==> src/rtl/button_event_ctrl.sv <==
// Button gesture decoder: turns a debounced button level into short-click,
// double-click, long-press and auto-repeat pulses using one shared timer.
module button_event_ctrl #(
  parameter int LONG_TOTAL   = 6000000,
  parameter int DCLICK_TOTAL = 3000000,
  parameter int REPEAT_TOTAL = 1200000
) (
  input  logic clk,
  input  logic rst_n,
  input  logic butd,
  input  logic en,
  output logic held,
  output logic short_click,
  output logic double_click,
  output logic long_press,
  output logic repeat_pulse  // auto-repeat pulse; "repeat" is a reserved word
);

  // state    | meaning
  // IDLE     | waiting for a fresh press edge
  // PRESS1   | first press held, timing toward long_press
  // WAIT_GAP | released, timing the window for a second press
  // PRESS2   | second press of a double click, waiting for release
  // LONG     | long-held, emitting repeat pulses

  localparam int MAX_LD    = (LONG_TOTAL > DCLICK_TOTAL) ? LONG_TOTAL : DCLICK_TOTAL;
  localparam int MAX_TOTAL = (MAX_LD > REPEAT_TOTAL) ? MAX_LD : REPEAT_TOTAL;
  localparam int CW        = $clog2(MAX_TOTAL);

  localparam logic [CW-1:0] LONG_LAST   = CW'(LONG_TOTAL - 1);
  localparam logic [CW-1:0] DCLICK_LAST = CW'(DCLICK_TOTAL - 1);
  localparam logic [CW-1:0] REPEAT_LAST = CW'(REPEAT_TOTAL - 1);

  typedef enum logic [2:0] {
    IDLE     = 3'd0,
    PRESS1   = 3'd1,
    WAIT_GAP = 3'd2,
    PRESS2   = 3'd3,
    LONG     = 3'd4
  } state_t;

  state_t        state;
  logic [CW-1:0] cnt;
  logic          butd_q;
  logic          press_edge;

  assign press_edge = butd & ~butd_q;

  // butd_q resets high so a button held through reset never looks like a new press
  always_ff @(posedge clk or negedge rst_n) begin
    if (!rst_n) begin
      state        <= IDLE;
      cnt          <= '0;
      butd_q       <= 1'b1;
      held         <= 1'b0;
      short_click  <= 1'b0;
      double_click <= 1'b0;
      long_press   <= 1'b0;
      repeat_pulse <= 1'b0;
    end else begin
      butd_q       <= butd;
      short_click  <= 1'b0;
      double_click <= 1'b0;
      long_press   <= 1'b0;
      repeat_pulse <= 1'b0;

      if (!en) begin
        state <= IDLE;
        cnt   <= '0;
        held  <= 1'b0;
      end else begin
        case (state)
          IDLE: begin
            if (press_edge) begin
              state <= PRESS1;
              cnt   <= '0;
              held  <= 1'b1;
            end else begin
              held  <= 1'b0;
            end
          end

          // butd is checked first everywhere: the button wins over any timer expiry
          PRESS1: begin
            if (!butd) begin
              state <= WAIT_GAP;
              cnt   <= '0;
              held  <= 1'b0;
            end else if (cnt == LONG_LAST) begin
              state      <= LONG;
              cnt        <= '0;
              long_press <= 1'b1;
              held       <= 1'b1;
            end else begin
              cnt  <= cnt + 1'b1;
              held <= 1'b1;
            end
          end

          WAIT_GAP: begin
            if (butd) begin
              state        <= PRESS2;
              cnt          <= '0;
              double_click <= 1'b1;
              held         <= 1'b1;
            end else if (cnt == DCLICK_LAST) begin
              state       <= IDLE;
              cnt         <= '0;
              short_click <= 1'b1;
              held        <= 1'b0;
            end else begin
              cnt  <= cnt + 1'b1;
              held <= 1'b0;
            end
          end

          PRESS2: begin
            if (!butd) begin
              state <= IDLE;
              held  <= 1'b0;
            end else begin
              held  <= 1'b1;
            end
          end

          LONG: begin
            if (!butd) begin
              state <= IDLE;
              cnt   <= '0;
              held  <= 1'b0;
            end else if (cnt == REPEAT_LAST) begin
              cnt          <= '0;
              repeat_pulse <= 1'b1;
              held         <= 1'b1;
            end else begin
              cnt  <= cnt + 1'b1;
              held <= 1'b1;
            end
          end

          default: begin
            state <= IDLE;
            cnt   <= '0;
            held  <= 1'b0;
          end
        endcase
      end
    end
  end

endmodule

==> config.mk <==
export PLATFORM = sky130hd
export DESIGN_NAME = button_event_ctrl
export DESIGN_NICKNAME = d
export VERILOG_FILES = /design/src/rtl/button_event_ctrl.sv
export SDC_FILE = /design/constraint.sdc
export NUM_CORES = 1
export LEC_CHECK = 0
export ABC_AREA = 1
export CAP_MARGIN = 20
export CORE_ASPECT_RATIO = 1.75
export CORE_MARGIN = 2
export CORE_UTILIZATION = 53
export DETAILED_ROUTE_END_ITERATION = 10
export MAX_ROUTING_LAYER = met4
export PLACE_DENSITY = 0.79
export SLEW_MARGIN = 20
export SYNTH_ARGS = -nofsm -noshare
export SYNTH_HDL_FRONTEND = slang
export SYNTH_SLANG_ARGS = --single-unit
==> constraint.sdc <==
create_clock -name clk -period 2.65 [get_ports clk]
set_input_delay 0.53 -clock clk [delete_from_list [all_inputs] [get_ports clk]]
set_output_delay 0.53 -clock clk [all_outputs]
set_load 0.005 [all_outputs]
# --- Word-level counts from Yosys, hierarchy flattened ---
# Cells that the tools add are included.
classes:
  mul: 0
  reduce_logical: 5
  bitwise: 2
  shift: 0
  div: 0
  n_mux: 35
  n_addsub: 1
  n_eq_ne: 12
  n_lt_le_gt_ge: 0
op_table:
  columns: ["cell", "n"]
  rows:
  - ["23-bit two-way mux", 8]
  - ["23-bit one-hot mux with 5 select lines", 1]
  - ["23-bit by 1-bit adder with 23-bit output, second input constant", 1]
  - ["23-bit by 21-bit equality test with 1-bit output, second input constant", 1]
  - ["23-bit by 22-bit equality test with 1-bit output, second input constant", 1]
  - ["23-bit equality test, second input constant", 1]
  - ["3-bit two-way mux", 7]
  - ["1-bit two-way mux", 17]
  - ["3-bit one-hot mux with 4 select lines", 1]
  - ["4-bit != test, second input constant", 2]
  - ["3-bit by 2-bit equality test with 1-bit output, second input constant", 2]
  - ["3-bit != test, second input constant", 2]
  - ["4-bit AND reduction", 1]
  - ["4-bit OR reduction", 1]
  - ["3-bit by 1-bit equality test with 1-bit output, second input constant", 1]
  - ["3-bit equality test, second input constant", 1]
  - ["3-bit zero test", 1]
  - ["2-bit != test, second input constant", 1]
  - ["1-bit one-hot mux with 2 select lines", 1]
  - ["2-bit AND reduction", 1]
  - ["2-bit OR reduction", 1]
  - ["1-bit bitwise AND", 1]
  - ["1-bit NOT", 1]
word_totals:
  latchBits: 0
  reg_bits: 32
  n_memories: 0
  wordCells: 63
  out_inout_bits: 5
  ram_bits: 0
  mem_bits_ro: 0

# --- Depth between registers and ports, before layout ---
logic_depth:
  ltp_word: 5
  depth_mapped: 11
  ltp_nobuf: 11

# --- Worst setup path before layout ---
# OpenSTA, ideal clock, no wires.
synth_path:
  path_type: "input port to flip-flop"
  from: "in en"
  to: "reg cnt[1]"
  n_path_buf: 2
  setup_slack_ns: 1.043
  cell_stages: 9
  t_arrival_ns: 1.489
  setup_time_ns: 0.117
  required_ns: 2.533
  path_cell_list: "buf_2 -> clkinv_1 -> nor2_1 -> nand2_1 -> o21ai_2 -> nor3_2 -> buf_4 -> nand3_1 -> nand2_1"
synth_between:
  elab_chain_len: 2
  elab_cells_between_ends: 4
synth_lines:
  columns: ["element", "line", "source"]
  rows:
  - ["from (decl)", "11", "input logic en,"]
  - ["3-bit != test (no line) or 2-bit != test (tied branches)", null, null]
  - ["2-bit AND reduction (no line)", null, null]
  - ["to (signal assigned)", "95", "cnt <= cnt + 1'b1;"]
  - ["to (signal assigned)", "112", "cnt <= cnt + 1'b1;"]
  - ["to (signal assigned)", "136", "cnt <= cnt + 1'b1;"]
  - ["to (decl)", "43", "logic [CW-1:0] cnt;"]
# Parallel ways exist; a longest one is shown, timed or not.
# A chain may end at the register's enable or synchronous reset.

# --- Worst setup path in the final report ---
layout_path:
  from: "reg cnt[1]"
  to: "reg cnt[0]"
layout_between:
  elab_chain_len: 5
  elab_cells_between_ends: 11
layout_lines:
  columns: ["element", "line", "source"]
  rows:
  - ["23-bit by 21-bit equality test with 1-bit output, or another cell as far along", "131", "end else if (cnt == REPEAT_LAST) begin"]
  - ["23-bit two-way mux, on equally long branches", "131, 106, 89", null]
  - ["23-bit two-way mux, on equally long branches", "127, 101, 85", null]
  - ["23-bit one-hot mux with 5 select lines *", "72", "case (state)"]
  - ["23-bit two-way mux *", "67", "if (!en) begin"]
# Every way passes the cells marked *; elsewhere a longest branch is shown, timed or not.

==> summary.txt <==
Placement
  – Post-DP HPWL: about 4500 µm
  – IO buf count: 8
  – GPL Wtd Cong: about 0.97
  – Setup WS pre-CTS: ~0.52 ns
  – Placed Cells: 395

Floorplan
  – Row Count: 32
  – Die H: between 90 and 100 µm
  – Die area: 5060 µm²
  – I/O pin count: 9
  – Core area: around 4400 µm²
  – Initial Util: between 50 and 60%
  – Die W: ~55 µm

Synth
  – Syn_area_per_cell: just under 7 µm²
  – Post-synth top area cell: dfrtp_1
  – Most numerous cell in the Yosys netlist: nand2_1
  – Register area share after synthesis: 33.8%
  – Synth top area cells: dfrtp_1, nand2_1, nand3_2
  – Mapped Nets: ~350
  – Yosys cell types: 31
  – Async SR Flop Fraction: 100%
  – Share of the synthesized area in the top cell type: roughly a third
  – Synthesized area: between 2000 and 2500 µm²
  – YS warnings: 0
  – EDFF count, synth: 0
  – Top post-synthesis cells by count: nand2_1, nor2_1, dfrtp_1, inv_1, nand3_1
  – Syn Inst Count: roughly 340
  – Top FF cell, synth: dfrtp_1
  – Flops & latches, synth: 32

Timing
  – Worst slew pin tran: 0.413 ns
  – Worst setup margin: 0.543 ns
  – Final min period: 2.11 ns
  – Final hold violation count: 0
  – Tcrit/Tclk final: around 80%
  – Hold slack: between 0.5 and 0.6 ns
  – Max frequency: 475 MHz
  – RSZ-0062 raised after global routing: no
  – Final Max Tran Viols: 0
  – Final setup viols: 0
  – Setup TNS Final: 0 ns
  – Clock skew: ~0.0074 ns
  – Worst rel slew slack: about 72%

Clock tree
  – Clk Tree Root Cell: clkbuf_8
  – CTS tree: yes
  – # clock sinks: 32
  – Longest Clk Path Bufs: 2
  – PostCTS Resize Cnt: 0
  – Number of post-CTS setup repair buffers: 0
  – Clk_lat worst skew: slightly below 0.3 ns
  – Cts bufs inserted: 5
  – H-tree depth: 2
  – Hold Buf Count CTS: 0
  – Clk slew on worst S/H paths: roughly 0.070 ns

Setup path
  – Worst path cell trace: ha_1 > nand3_4 > nor2_2 > nand3_1 > nand3_1 > nand3_4 > nand3_1 > nand2_1
  – Worst path arrival time: around 2.3 ns
  – Crit path largest cell delay: between 0.3 and 0.4 ns
  – Required time worst endpoint: between 2 and 3 ns
  – RR Endpoint: cnt[0]
  – Worst Setup EP: cnt[0]
  – Worst path most repeated cell: nand3_1
  – CP Launch Type: register
  – Launch point of the worst reg-to-reg path: cnt[1]
  – Critical Path Fanout Max: 23
  – Slowest stage cell, crit path: dfrtp_1
  – Flop2flop setup slack: between 0.5 and 0.6 ns
  – Critical Path End Type: register
  – Setup CP Type: register to register
  – CP Launch Point: cnt[1]
  – Reg2Reg Depth: 8

Pwr
  – Peak VDD IR: between 0.5 and 0.6 mV
  – PD cells: roughly 490 nW/µm²
  – Pwr Total: about 1.3 mW
  – Lkg Pwr: around 1.2 nW

Global routing
  – GRT Total Usage: 28.9%
  – First-pass GRT wire length: 10300 µm
  – Vias in the first global route: around 2300
  – Routing usage on met3: between 3 and 4%
  – GRT overflow: 0
  – Busiest grt layer: met2
  – Largest net degree at the start of global routing: 33
  – Met1 Track Usage GR: 30.7%
  – Initial antenna violation count: 0
  – Grt met2 use: between 50% and 60%

Routing
  – DRC Markers: 0
  – DRT Pass-1 Iters: 4
  – DR iter-0 viols: 82
  – Vias: ~2200
  – DR vias/cell: between 5 and 6
  – Remaining antenna violation count: 0
  – Avg WL per Cell: between 10 and 15 µm
  – Total wire length: about 5900 µm

Cells and area
  – N_diodes: 0
  – Fraction of layout cells with a size suffix above 1: 15.1%
  – Number of fill cells in the layout: 407
  – Finished Layout Cells: between 400 and 500
  – Nets: roughly 360
  – P&R area growth vs syn: 8.16%

Worst hold path
  – Worst Hold Depth: 2
  – HP Class: register to register

Outcome
  – Status: completed

Run
  – Number of max-cap violations: 0
## power breakdown
group	internal [mW]	switching, mW
logic	0.0993	0.261
registers	0.509	0.0226
clock network	0.183	0.189
total	0.792	0.472
## critical path, delay by kind of cell (launching register included)
family	cells	cell delay, ns
adders and majority gates	1	0.31
DFF	1	0.38
and+or+nand+nor	7	1.30
## through the flow
step / util [%] / cell area (µm²)
CTS: 58.9 / 2570
detailed placement: 56.9 / 2480
global route: 58.9 / 2570
floorplan: - / 2380
global placement: 56.9 / 2480
finish: 58.9 / 2570
## layer usage
layer	vias to the layer above	share of wire (%)
li1	1081	-
met1	1021	36
met2	44	58
met3	17	2.8
met4	0	3.9
met5	-	0
## layout make-up
cell class              instances  area (µm²)  area share (%)
clock buffers                   6        72.6            2.82
clock inverters                 2        12.5           0.487
inverters                      41         154            5.99
multi-input cells             259        1360            52.7
flip-flops and latches         32         802            31.2
well taps                      51        63.8            2.48
repair buffers                 12         110            4.28
## cells in the final DEF (no fill, tap or decap), types with 2 or more instances in the layout
cell type	n
clkdlybuf4s50_1	8
nand3_2	20
buf_4	4
nand3_1	26
o21ai_0	4
inv_2	5
nor2_1	50
nor3_1	4
a21oi_1	2
clkinv_1	5
inv_1	31
xor2_1	8
clkbuf_8	5
nand3_4	2
dfrtp_1	31
nand4_1	4
nand2_1	115
xnor2_1	6
nand2_4	2
nor2_4	3
nor2_2	3
nor3_2	2
## worst min path at each step
stage,startpoint,end
after detailed placement,cnt[0],cnt[0]
final,cnt[0],cnt[0]
after floorplan,rst_n,cnt[0]
after CTS,cnt[0],cnt[0]
after global routing,cnt[0],cnt[0]
after global placement,cnt[0],cnt[0]
## registers in the layout, summed over array words and instances, names as in the netlist
register and cells:
cnt 23, short_click 1, long_press 1, butd_q 1
repeat_pulse 1, double_click 1, held 1, state 3
## cells by family (layout without fill, tap and decap cells)
family | count (synthesis) | in the layout | synth area share, %
AND/OR/NAND/NOR | 235 | 235 | 48.9
flip-flops | 32 | 32 | 33.8
buffers and inverters | 51 | 61 | 9.22
AO/OA/AOI/OAI | 9 | 9 | 2.48
adder cells (fa/ha/maj) | 1 | 1 | 0.527
XOR/XNOR | 14 | 14 | 5.16
Note: power is estimated with default switching activity, not from simulation.
